===== src/rtl/eth_helper_pkg.sv =====
// Shared constants and state encoding for the Ethernet stream helpers.
// Latency: n/a (package only).
// Backpressure: n/a (package only).
package eth_helper_pkg;

  // Type tag carried in the top bits of metadata and strobe beats
  localparam int              STREAM_TYPE_FIELD_W = 3;
  localparam logic [2:0]      STREAM_TYPE_W       = 3'b011;

  // Receive-side W-burst rebuilder states
  typedef enum logic [1:0] {
    S2AW_IDLE    = 2'd0,
    S2AW_COLLECT = 2'd1,
    S2AW_REPLAY  = 2'd2,
    S2AW_DROP    = 2'd3
  } s2aw_state_e;

  // Index width that never collapses to zero bits
  function automatic int clog2_min1(input int n);
    return (n > 1) ? $clog2(n) : 1;
  endfunction

endpackage


===== src/rtl/stream_to_axi_w_if.sv =====
// Stream ingress plus AXI W egress bundle for stream_to_axi_w.
// Latency: n/a (wires only).
// Backpressure: s_valid/s_ready on the stream side, AXIM_wvalid/AXIM_wready on AXI.
interface stream_to_axi_w_if #(
  parameter int DATA_WIDTH = 128,
  parameter int ID_WIDTH   = 32,
  parameter int USER_WIDTH = 64
);
  logic                    s_valid;
  logic                    s_ready;
  logic                    s_last;
  logic [DATA_WIDTH-1:0]   s_data;

  logic [ID_WIDTH-1:0]     AXIM_wid;
  logic [DATA_WIDTH-1:0]   AXIM_wdata;
  logic [DATA_WIDTH/8-1:0] AXIM_wstrb;
  logic                    AXIM_wlast;
  logic [USER_WIDTH-1:0]   AXIM_wuser;
  logic                    AXIM_wvalid;
  logic                    AXIM_wready;

  // Block view: consumes the stream, masters the AXI W channel
  modport master (
    input  s_valid, s_last, s_data, AXIM_wready,
    output s_ready, AXIM_wid, AXIM_wdata, AXIM_wstrb, AXIM_wlast, AXIM_wuser, AXIM_wvalid
  );

  // Environment view: stream source and AXI W slave
  modport slave (
    output s_valid, s_last, s_data, AXIM_wready,
    input  s_ready, AXIM_wid, AXIM_wdata, AXIM_wstrb, AXIM_wlast, AXIM_wuser, AXIM_wvalid
  );
endinterface


===== src/rtl/stream_to_axi_w_buf.sv =====
// Data-beat holding buffer: register array, one write port, combinational read.
// Latency: write visible the cycle after i_wr_en; read is same-cycle.
// Backpressure: none, the caller sequences writes and reads.
module stream_to_axi_w_buf #(
  parameter int DEPTH = 4,
  parameter int WIDTH = 128,
  parameter int AW    = 2
) (
  input  logic             clk,
  input  logic             resetn,
  input  logic             i_wr_en,
  input  logic [AW-1:0]    i_wr_addr,
  input  logic [WIDTH-1:0] i_wr_dat,
  input  logic [AW-1:0]    i_rd_addr,
  output logic [WIDTH-1:0] o_rd_dat
);

  logic [WIDTH-1:0] r_mem [DEPTH];

  // Capture one data beat per write strobe; cleared on reset
  always_ff @(posedge clk or negedge resetn) begin
    if (!resetn) begin
      for (int i = 0; i < DEPTH; i++) r_mem[i] <= '0;
    end else if (i_wr_en) begin
      r_mem[i_wr_addr] <= i_wr_dat;
    end
  end

  assign o_rd_dat = r_mem[i_rd_addr];

endmodule


===== src/rtl/stream_to_axi_w.sv =====
// Rebuilds one AXI W burst from a framed stream packet (metadata, data beats, strobe beat).
// Latency: first W beat the cycle after the strobe beat, then one beat per cycle.
// Backpressure: s_ready held low during replay; W beat held stable while AXIM_wready is low.
module stream_to_axi_w
  import eth_helper_pkg::*;
#(
  parameter int                             DATA_WIDTH        = 128,
  parameter int                             ID_WIDTH          = 32,
  parameter int                             USER_WIDTH        = 64,
  parameter int                             STREAM_TYPE_WIDTH = STREAM_TYPE_FIELD_W,
  parameter logic [STREAM_TYPE_WIDTH-1:0]   STREAM_TYPE       = STREAM_TYPE_W,
  parameter int                             BURST_SIZE        = 4
) (
  input  logic               clk,
  input  logic               resetn,
  stream_to_axi_w_if.master  bus,
  output logic               err
);

  localparam int S     = DATA_WIDTH / 8;
  localparam int SW    = BURST_SIZE * S;
  localparam int CNT_W = $clog2(BURST_SIZE + 1);
  localparam int RD_W  = clog2_min1(BURST_SIZE);

  s2aw_state_e           r_state, w_state_nxt;
  logic [CNT_W-1:0]      r_count, w_count_nxt;
  logic [RD_W-1:0]       r_rd, w_rd_nxt;
  logic [ID_WIDTH-1:0]   r_id, w_id_nxt;
  logic [SW-1:0]         r_strb, w_strb_nxt;
  logic                  r_err, w_err_nxt;

  logic                  w_buf_we;
  logic [DATA_WIDTH-1:0] w_buf_rdat;
  logic                  w_tag_ok;
  logic [CNT_W-1:0]      w_last_idx;
  logic [CNT_W-1:0]      w_sel;
  logic                  w_is_last;
  logic [S-1:0]          w_strb_beat;

  logic                  w_s_ready;
  logic                  w_wvalid;
  logic                  w_wlast;
  logic [DATA_WIDTH-1:0] w_wdata;
  logic [S-1:0]          w_wstrb;

  stream_to_axi_w_buf #(
    .DEPTH (BURST_SIZE),
    .WIDTH (DATA_WIDTH),
    .AW    (RD_W)
  ) u_buf (
    .clk       (clk),
    .resetn    (resetn),
    .i_wr_en   (w_buf_we),
    .i_wr_addr (r_count[RD_W-1:0]),
    .i_wr_dat  (bus.s_data),
    .i_rd_addr (r_rd),
    .o_rd_dat  (w_buf_rdat)
  );

  assign w_tag_ok   = (bus.s_data[DATA_WIDTH-1 -: STREAM_TYPE_WIDTH] == STREAM_TYPE);
  assign w_last_idx = r_count - CNT_W'(1);
  assign w_is_last  = (CNT_W'(r_rd) == w_last_idx);
  // Latest data beat sits in the strobe LSBs, so beat rd maps to slot count-1-rd
  assign w_sel       = w_last_idx - CNT_W'(r_rd);
  assign w_strb_beat = r_strb[int'(w_sel[RD_W-1:0]) * S +: S];

  // Next-state, datapath updates and handshake outputs
  always_comb begin
    w_state_nxt = r_state;
    w_count_nxt = r_count;
    w_rd_nxt    = r_rd;
    w_id_nxt    = r_id;
    w_strb_nxt  = r_strb;
    w_err_nxt   = 1'b0;
    w_buf_we    = 1'b0;
    w_s_ready   = 1'b0;
    w_wvalid    = 1'b0;
    w_wlast     = 1'b0;
    w_wdata     = '0;
    w_wstrb     = '0;

    case (r_state)
      S2AW_IDLE: begin
        w_s_ready = 1'b1;
        if (bus.s_valid) begin
          if (w_tag_ok && !bus.s_last) begin
            w_id_nxt    = bus.s_data[ID_WIDTH-1:0];
            w_count_nxt = '0;
            w_state_nxt = S2AW_COLLECT;
          end else begin
            w_err_nxt   = 1'b1;
            w_state_nxt = bus.s_last ? S2AW_IDLE : S2AW_DROP;
          end
        end
      end

      S2AW_COLLECT: begin
        w_s_ready = 1'b1;
        if (bus.s_valid) begin
          if (!bus.s_last) begin
            if (r_count < CNT_W'(BURST_SIZE)) begin
              w_buf_we    = 1'b1;
              w_count_nxt = r_count + CNT_W'(1);
            end else begin
              w_err_nxt   = 1'b1;
              w_state_nxt = S2AW_DROP;
            end
          end else if (w_tag_ok && (r_count != '0)) begin
            w_strb_nxt  = bus.s_data[SW-1:0];
            w_rd_nxt    = '0;
            w_state_nxt = S2AW_REPLAY;
          end else begin
            w_err_nxt   = 1'b1;
            w_state_nxt = S2AW_IDLE;
          end
        end
      end

      S2AW_REPLAY: begin
        w_wvalid = 1'b1;
        w_wdata  = w_buf_rdat;
        w_wstrb  = w_strb_beat;
        w_wlast  = w_is_last;
        if (bus.AXIM_wready) begin
          if (w_is_last) w_state_nxt = S2AW_IDLE;
          else           w_rd_nxt    = r_rd + RD_W'(1);
        end
      end

      S2AW_DROP: begin
        w_s_ready = 1'b1;
        if (bus.s_valid && bus.s_last) w_state_nxt = S2AW_IDLE;
      end

      default: w_state_nxt = S2AW_IDLE;
    endcase
  end

  // State register
  always_ff @(posedge clk or negedge resetn) begin
    if (!resetn) r_state <= S2AW_IDLE;
    else         r_state <= w_state_nxt;
  end

  // Packet context registers: beat count, replay pointer, ID, strobes, error pulse
  always_ff @(posedge clk or negedge resetn) begin
    if (!resetn) begin
      r_count <= '0;
      r_rd    <= '0;
      r_id    <= '0;
      r_strb  <= '0;
      r_err   <= 1'b0;
    end else begin
      r_count <= w_count_nxt;
      r_rd    <= w_rd_nxt;
      r_id    <= w_id_nxt;
      r_strb  <= w_strb_nxt;
      r_err   <= w_err_nxt;
    end
  end

  assign bus.s_ready     = w_s_ready;
  assign bus.AXIM_wvalid = w_wvalid;
  assign bus.AXIM_wlast  = w_wlast;
  assign bus.AXIM_wdata  = w_wdata;
  assign bus.AXIM_wstrb  = w_wstrb;
  assign bus.AXIM_wid    = r_id;
  assign bus.AXIM_wuser  = '0;
  assign err             = r_err;

endmodule


===== src/flat_wrapper.sv =====
// flat-port wrapper written by rule: the top's interface ports become plain ports
module stream_to_axi_w_flat import eth_helper_pkg::*;
#(
  parameter int                             DATA_WIDTH        = 128,
  parameter int                             ID_WIDTH          = 32,
  parameter int                             USER_WIDTH        = 64,
  parameter int                             STREAM_TYPE_WIDTH = STREAM_TYPE_FIELD_W,
  parameter logic [STREAM_TYPE_WIDTH-1:0]   STREAM_TYPE       = STREAM_TYPE_W,
  parameter int                             BURST_SIZE        = 4
)
  (clk, resetn, err, bus_s_valid, bus_s_last, bus_s_data, bus_AXIM_wready, bus_s_ready, bus_AXIM_wid, bus_AXIM_wdata, bus_AXIM_wstrb, bus_AXIM_wlast, bus_AXIM_wuser, bus_AXIM_wvalid);
  stream_to_axi_w_if #(.DATA_WIDTH(DATA_WIDTH), .ID_WIDTH(ID_WIDTH), .USER_WIDTH(USER_WIDTH)) bus_i ();
  input  logic clk;
  input  logic resetn;
  output logic err;
  input wire logic [$bits(bus_i.s_valid)-1:0] bus_s_valid;
  input wire logic [$bits(bus_i.s_last)-1:0] bus_s_last;
  input wire logic [$bits(bus_i.s_data)-1:0] bus_s_data;
  input wire logic [$bits(bus_i.AXIM_wready)-1:0] bus_AXIM_wready;
  output wire logic [$bits(bus_i.s_ready)-1:0] bus_s_ready;
  output wire logic [$bits(bus_i.AXIM_wid)-1:0] bus_AXIM_wid;
  output wire logic [$bits(bus_i.AXIM_wdata)-1:0] bus_AXIM_wdata;
  output wire logic [$bits(bus_i.AXIM_wstrb)-1:0] bus_AXIM_wstrb;
  output wire logic [$bits(bus_i.AXIM_wlast)-1:0] bus_AXIM_wlast;
  output wire logic [$bits(bus_i.AXIM_wuser)-1:0] bus_AXIM_wuser;
  output wire logic [$bits(bus_i.AXIM_wvalid)-1:0] bus_AXIM_wvalid;
  assign bus_i.s_valid = bus_s_valid;
  assign bus_i.s_last = bus_s_last;
  assign bus_i.s_data = bus_s_data;
  assign bus_i.AXIM_wready = bus_AXIM_wready;
  assign bus_s_ready = bus_i.s_ready;
  assign bus_AXIM_wid = bus_i.AXIM_wid;
  assign bus_AXIM_wdata = bus_i.AXIM_wdata;
  assign bus_AXIM_wstrb = bus_i.AXIM_wstrb;
  assign bus_AXIM_wlast = bus_i.AXIM_wlast;
  assign bus_AXIM_wuser = bus_i.AXIM_wuser;
  assign bus_AXIM_wvalid = bus_i.AXIM_wvalid;
  stream_to_axi_w #(.DATA_WIDTH(DATA_WIDTH), .ID_WIDTH(ID_WIDTH), .USER_WIDTH(USER_WIDTH), .STREAM_TYPE_WIDTH(STREAM_TYPE_WIDTH), .STREAM_TYPE(STREAM_TYPE), .BURST_SIZE(BURST_SIZE)) u_core (.clk(clk), .resetn(resetn), .bus(bus_i), .err(err));
endmodule

===== config.mk =====
export PLATFORM = sky130hd
export DESIGN_NAME = stream_to_axi_w_flat
export DESIGN_NICKNAME = d
export VERILOG_FILES = /design/src/rtl/eth_helper_pkg.sv /design/src/rtl/stream_to_axi_w_if.sv /design/src/rtl/stream_to_axi_w_buf.sv /design/src/rtl/stream_to_axi_w.sv /design/src/flat_wrapper.sv
export SDC_FILE = /design/constraint.sdc
export NUM_CORES = 1
export LEC_CHECK = 0
export CORE_UTILIZATION = 50
export DETAILED_ROUTE_END_ITERATION = 12
export HOLD_SLACK_MARGIN = 0.08
export PLACE_DENSITY = 0.76
export SLEW_MARGIN = 20
export SYNTH_ARGS = -nofsm -noshare
export SYNTH_HDL_FRONTEND = slang
export SYNTH_SLANG_ARGS = --single-unit

===== constraint.sdc =====
create_clock -name clk -period 2.6 [get_ports clk]
set_clock_uncertainty 0.1 [all_clocks]
set_input_delay 0.52 -clock clk [delete_from_list [all_inputs] [get_ports clk]]
set_output_delay 0.52 -clock clk [all_outputs]
set_load 0.01 [all_outputs]

# After elaboration in Yosys (flattened, before gate mapping)
# Index checks and enable logic that the tools add are counted.
[op_classes]
n_addsub = 4
n_lt_le_gt_ge = 4
n_eq_ne = 17
shift = 1
muxes = 45
bitwise_logic = 2
n_reduce_logical = 15
[ops]
columns = ["cell", "count"]
rows = [
  ["$bwmux 512", 1],
  ["$mux 128", 4],
  ["$bmux 128 s2", 1],
  ["$demux 128 s2", 1],
  ["$shiftx 64x7->16", 1],
  ["$mux 2", 15],
  ["$reduce_and 6->1", 3],
  ["$mux 16", 1],
  ["$mux 3", 5],
  ["$mux 1", 13],
  ["$ne 2x2->1 const B", 6],
  ["$ne 2x1->1 const B", 5],
  ["$pmux 2 s4", 1],
  ["$ge 3x3->1 const B", 2],
  ["$not 2->3", 2],
  ["$pmux 3 s2", 1],
  ["$eq 2x2->1 const B", 2],
  ["$logic_and 1x1->1", 4],
  ["$pmux 2 s2", 1],
  ["$reduce_and 4->1", 1],
  ["$reduce_bool 2->1", 2],
  ["$add 3x1->3 const B", 1],
  ["$eq 2x3->1", 1],
  ["$eq 3x2->1 const B", 1],
  ["other kinds (13)", 13],
]
[totals]
register_bits = 616
inputBits = 133
output_inout_bits = 244
word_cells = 98

# Longest topological paths before layout
[depth]
word_depth = 6
depth_mapped = 8
depth_no_buf = 6

# Hierarchy
# From an unflattened synthesis, not the netlist that was laid out.
[unflattened]
cells_unflattened = 1768
hier_area_um2 = 28030.6
[by_module_without_submodules]
columns = ["mod", "n_inst", "cells_each", "area_each_um2"]
rows = [
  ["stream_to_axi_w_buf", 1, 1240, 22066.2],
  ["stream_to_axi_w", 1, 528, 5964.5],
]

# Worst setup path before layout
# OpenSTA, ideal clock, no wires.
[synth_timing]
path_type = "register to output"
from = "register u_core.r_count[0]"
to = "output port bus_AXIM_wstrb[0]"
t_arrival_ns = 1.937
setup_slack_ns = 0.043
stages_incl_launch_ff = 8
path_buffers = 1
path_cell_list = "dfrtp_1 -> inv_1 -> ha_1 -> xor2_1 -> xnor2_2 -> buf_2 -> mux2i_1 -> o22ai_1"
[synth_via]
elab_chain_len = 4
[synth_rtl]
columns = ["element", "line_no", "text"]
rows = [
  ["from (decl)", "stream_to_axi_w.sv:26", "logic [CNT_W-1:0] r_count, w_count_nxt;"],
  ["from (signal assigned)", "stream_to_axi_w.sv:154", "r_count <= w_count_nxt;"],
  ["$sub 3x1->3", "stream_to_axi_w.sv:61", "assign w_last_idx = r_count - CNT_W'(1);"],
  ["$sub 2x2->2", "stream_to_axi_w.sv:64", "assign w_sel = w_last_idx - CNT_W'(r_rd);"],
  ["$shiftx 64x7->16", "stream_to_axi_w.sv:65", "assign w_strb_beat = r_strb[int'(w_sel[RD_W-1:0]) * S +: S];"],
  ["$mux 16", "stream_to_axi_w.sv:82", "case (r_state)"],
  ["to (decl)", "flat_wrapper.sv:23", "output wire logic [$bits(bus_i.AXIM_wstrb)-1:0] bus_AXIM_wstrb;"],
]
# No other way between the ends.

# Worst setup path in the final report
[layout_timing]
from = "register u_core.r_count[1]"
to = "output port bus_AXIM_wstrb[7]"
# The elaborated chain is that of the path after synthesis.

==> metrics.txt <==
status complete, but fails checks; failing checks setup timing; Cells after DPL 2827; Buf/Inv on CP 5; worst stage delay on the critical path 0.37 ns; TritonRoute pass-1 iters 5; yosys synthesis warning count 0; Slew Viols, Final 0; Boundary Pins between 300 and 400; Synth async-reset ratio between 90% and 100%; Placer Congestion approximately 0.84; Clock transition at path regs roughly 0.07 ns; slowest library cell on the worst path dfrtp_1; # clock sinks just over 600; WS Path Type reg -> out; Die W approximately 240 µm; post-synthesis xor/xnor area fraction 0.117%; Distinct cells, synth 37; r2r setup slk 0.25 ns; number of max-cap violations 0; Setup WS pre-CTS -0.392 ns; layout cells sized above 1 48.3%; number of port buffers ~310; H-tree levels 3; most frequently used flop master after synthesis dfrtp_1; Post-Synthesis Cells 1770; worst rel slew slack between 60% and 70%; CTS buffer count 66; PwrDens roughly 1200 nW/µm²; Peak VDD IR 0.893 mV; Post-Synth Adder-Cell Area less than 1%; die area about 59000 µm²; Iteration-0 DRC Markers ~850; fin crit share 122%; Max Fclk around 0.31 GHz; Mapped Area 28900 µm²; number of flops mapped to enable cells by yosys 0; Finished Layout Cells 3062; first-pass GRT wire length roughly 110000 µm; RSZ-0062 raised after global routing yes; post-synthesis compound-gate area fraction less than 1%; clock latency on the worst-skew pair ~0.60 ns; DRC violations left 0; area of the core approximately 57000 µm²; largest family of logic cells by synthesized area multiplexers; Worst Setup End Kind output port; FP Rows 87; Total GRT Usage about 25%; post-synthesis simple-gate area fraction under 10%; deepest clock path buffer count 3; mux share of post-synthesis cell area around 37%; vias per std cell between 5 and 6; Initial Utilization 50.9%; vias in the first global route between 15000 and 20000; Startpoint Class register; CP required between 1.5 and 2 ns; Via Count ~17000; commonest non-fill, non-tap cell in the layout dfrtp_1; worst-path cell chain inv_2, ha_4, xor2_4, xnor2_4, buf_12, buf_16, buf_6, mux2i_1, o22ai_1, buf_2; CP arrival 2.56 ns; min cycle time layout 3.18 ns; DRT Wirelength approximately 73000 µm; Avg Cell Area, Syn 16.3 µm²; initial antenna violation count 3; CP top delay family buffers and inverters; DR WL/cell around 24 µm; Die H ~240 µm; commonest non-fill, non-tap cells in the layout dfrtp_1, mux2_1, mux2_4; P_leak between 15 and 20 nW; FF+latch count, synth a little over 600; CTS root buf clkbuf_16; post-route ant nets 0; Setup Viol. Count Final between 100 and 150; Total Nets Final 2400; area grow syn2layout 30.1%; hold violation count in the final report 0; setup ws final -0.582 ns; Worst-Margin Slew about 0.51 ns; CTS tree done; Final HPWL DP around 47000 µm; total grt overflow 0; register area share after synthesis between 50% and 60%; Hold Crit Class in -> async; largest net degree at the start of global routing between 80 and 90; critical path fanouts, max 7
-- cell families after synthesis --
family / count (synthesis)
muxes: 772
DFF: 616
buffers and inverters: 185
and+or+nand+nor: 158
AOI/OAI and AO/OA: 29
adders and majority gates: 6
xor gates and xnor gates: 3
other: 1
-- sequential cells by signal, summed over array words and instances (netlist names) --
signal / flops
u_core.r_count: 3
u_core.r_state: 2
u_core.u_buf.r_mem: 512
u_core.r_strb: 64
u_core.bus.AXIM_wid: 32
u_core.r_rd: 2
u_core.err: 1
-- what timing repair did --
item,4_1_cts,5_1_grt
setup endpoints to repair,147,146
gates resized for setup,788,197
buffers inserted,83,38
gates cloned,11,1
hold buffers,1,0
hold endpoints to repair,33,0
pin swaps,37,45
-- synth_stat cells (2+ instances only) --
library cell  number  share of area (%)
a21oi_1            3              0.052
and2_1           129                2.8
and4bb_2           2              0.086
buf_1              4              0.052
buf_2             30               0.52
buf_4             65                1.7
buf_6             55                2.1
clkbuf_1          28               0.36
dfrtp_1          616                 53
ha_1               6               0.26
inv_1              3              0.039
mux2_1           236                9.2
mux2_2           175                6.8
mux2_4           200                 10
mux2i_1           33                1.1
mux4_2           128                 10
nand2_1            9               0.12
nand2_2            4              0.086
nand2b_1           2              0.043
nand3_1            3              0.052
nor2_1             2              0.026
nor2b_1            4              0.086
o21ai_0            3              0.052
o22ai_1           16               0.35
o2bb2ai_1          2              0.061
-- cell type report --
type	count	area, µm²
diodes	1	2.50
clock buffers	93	1920
clock inverters	19	218
fillers	3881	19200
inverters	3	11.3
multi-input cells	1032	12800
flip-flops and latches	616	15400
well taps	756	946
repair buffers	542	6320
-- power by group --
group          total [mW]  internal (mW)  switching (mW)
Clock                9.29           5.47            3.82
Sequential           16.2           13.7            2.46
Combinational        19.2           12.5            6.71
-- final timing paths --
path	from	end	depth (start not counted)
setup / recovery	u_core.r_count[1]	bus_AXIM_wstrb[7]	10
hold / removal	resetn	u_core.r_state[0]	2
setup reg to reg	u_core.r_state[0]	u_core.u_buf.r_mem[215]	8
hold reg to reg	u_core.u_buf.r_mem[173]	u_core.u_buf.r_mem[173]	1
max in group asynchronous	resetn	u_core.u_buf.r_mem[50]	3
min in group clk	u_core.u_buf.r_mem[173]	u_core.u_buf.r_mem[173]	1
-- layer usage --
| layer | wire length [µm] | global-route usage (%) | vias up |
|---|---|---|---|
| met3 | 4160 | 5.47 | 105 |
| met1 | 31300 | 34.5 | 8944 |
| met2 | 35400 | 40.3 | 417 |
| met4 | 1790 | 7.91 | 4 |
| met5 | 23 | 0 | - |
| li1 | - | - | 7301 |
-- per-stage QoR --
| stage | TNS, ns | total power [mW] | hold slack [ns] | cell area, µm² | util, % |
|---|---|---|---|---|---|
| 3_3_place_gp | -10.08 | 30.4 | 0.368 | 33500 | 58.9 |
| 4_1_cts | -55.02 | 43.6 | 0.364 | 36900 | 64.9 |
| 3_5_place_dp | -10.25 | 31.1 | 0.375 | 33500 | 58.9 |
| 5_1_grt | -55.87 | 46.9 | 0.391 | 37600 | 66.2 |
| 2_1_floorplan | 0 | 25.5 | 0.124 | 29200 | - |
| 6_report | -47.70 | 44.6 | 0.360 | 37600 | 66.2 |
No activity file was read; power rests on OpenSTA's default activity.
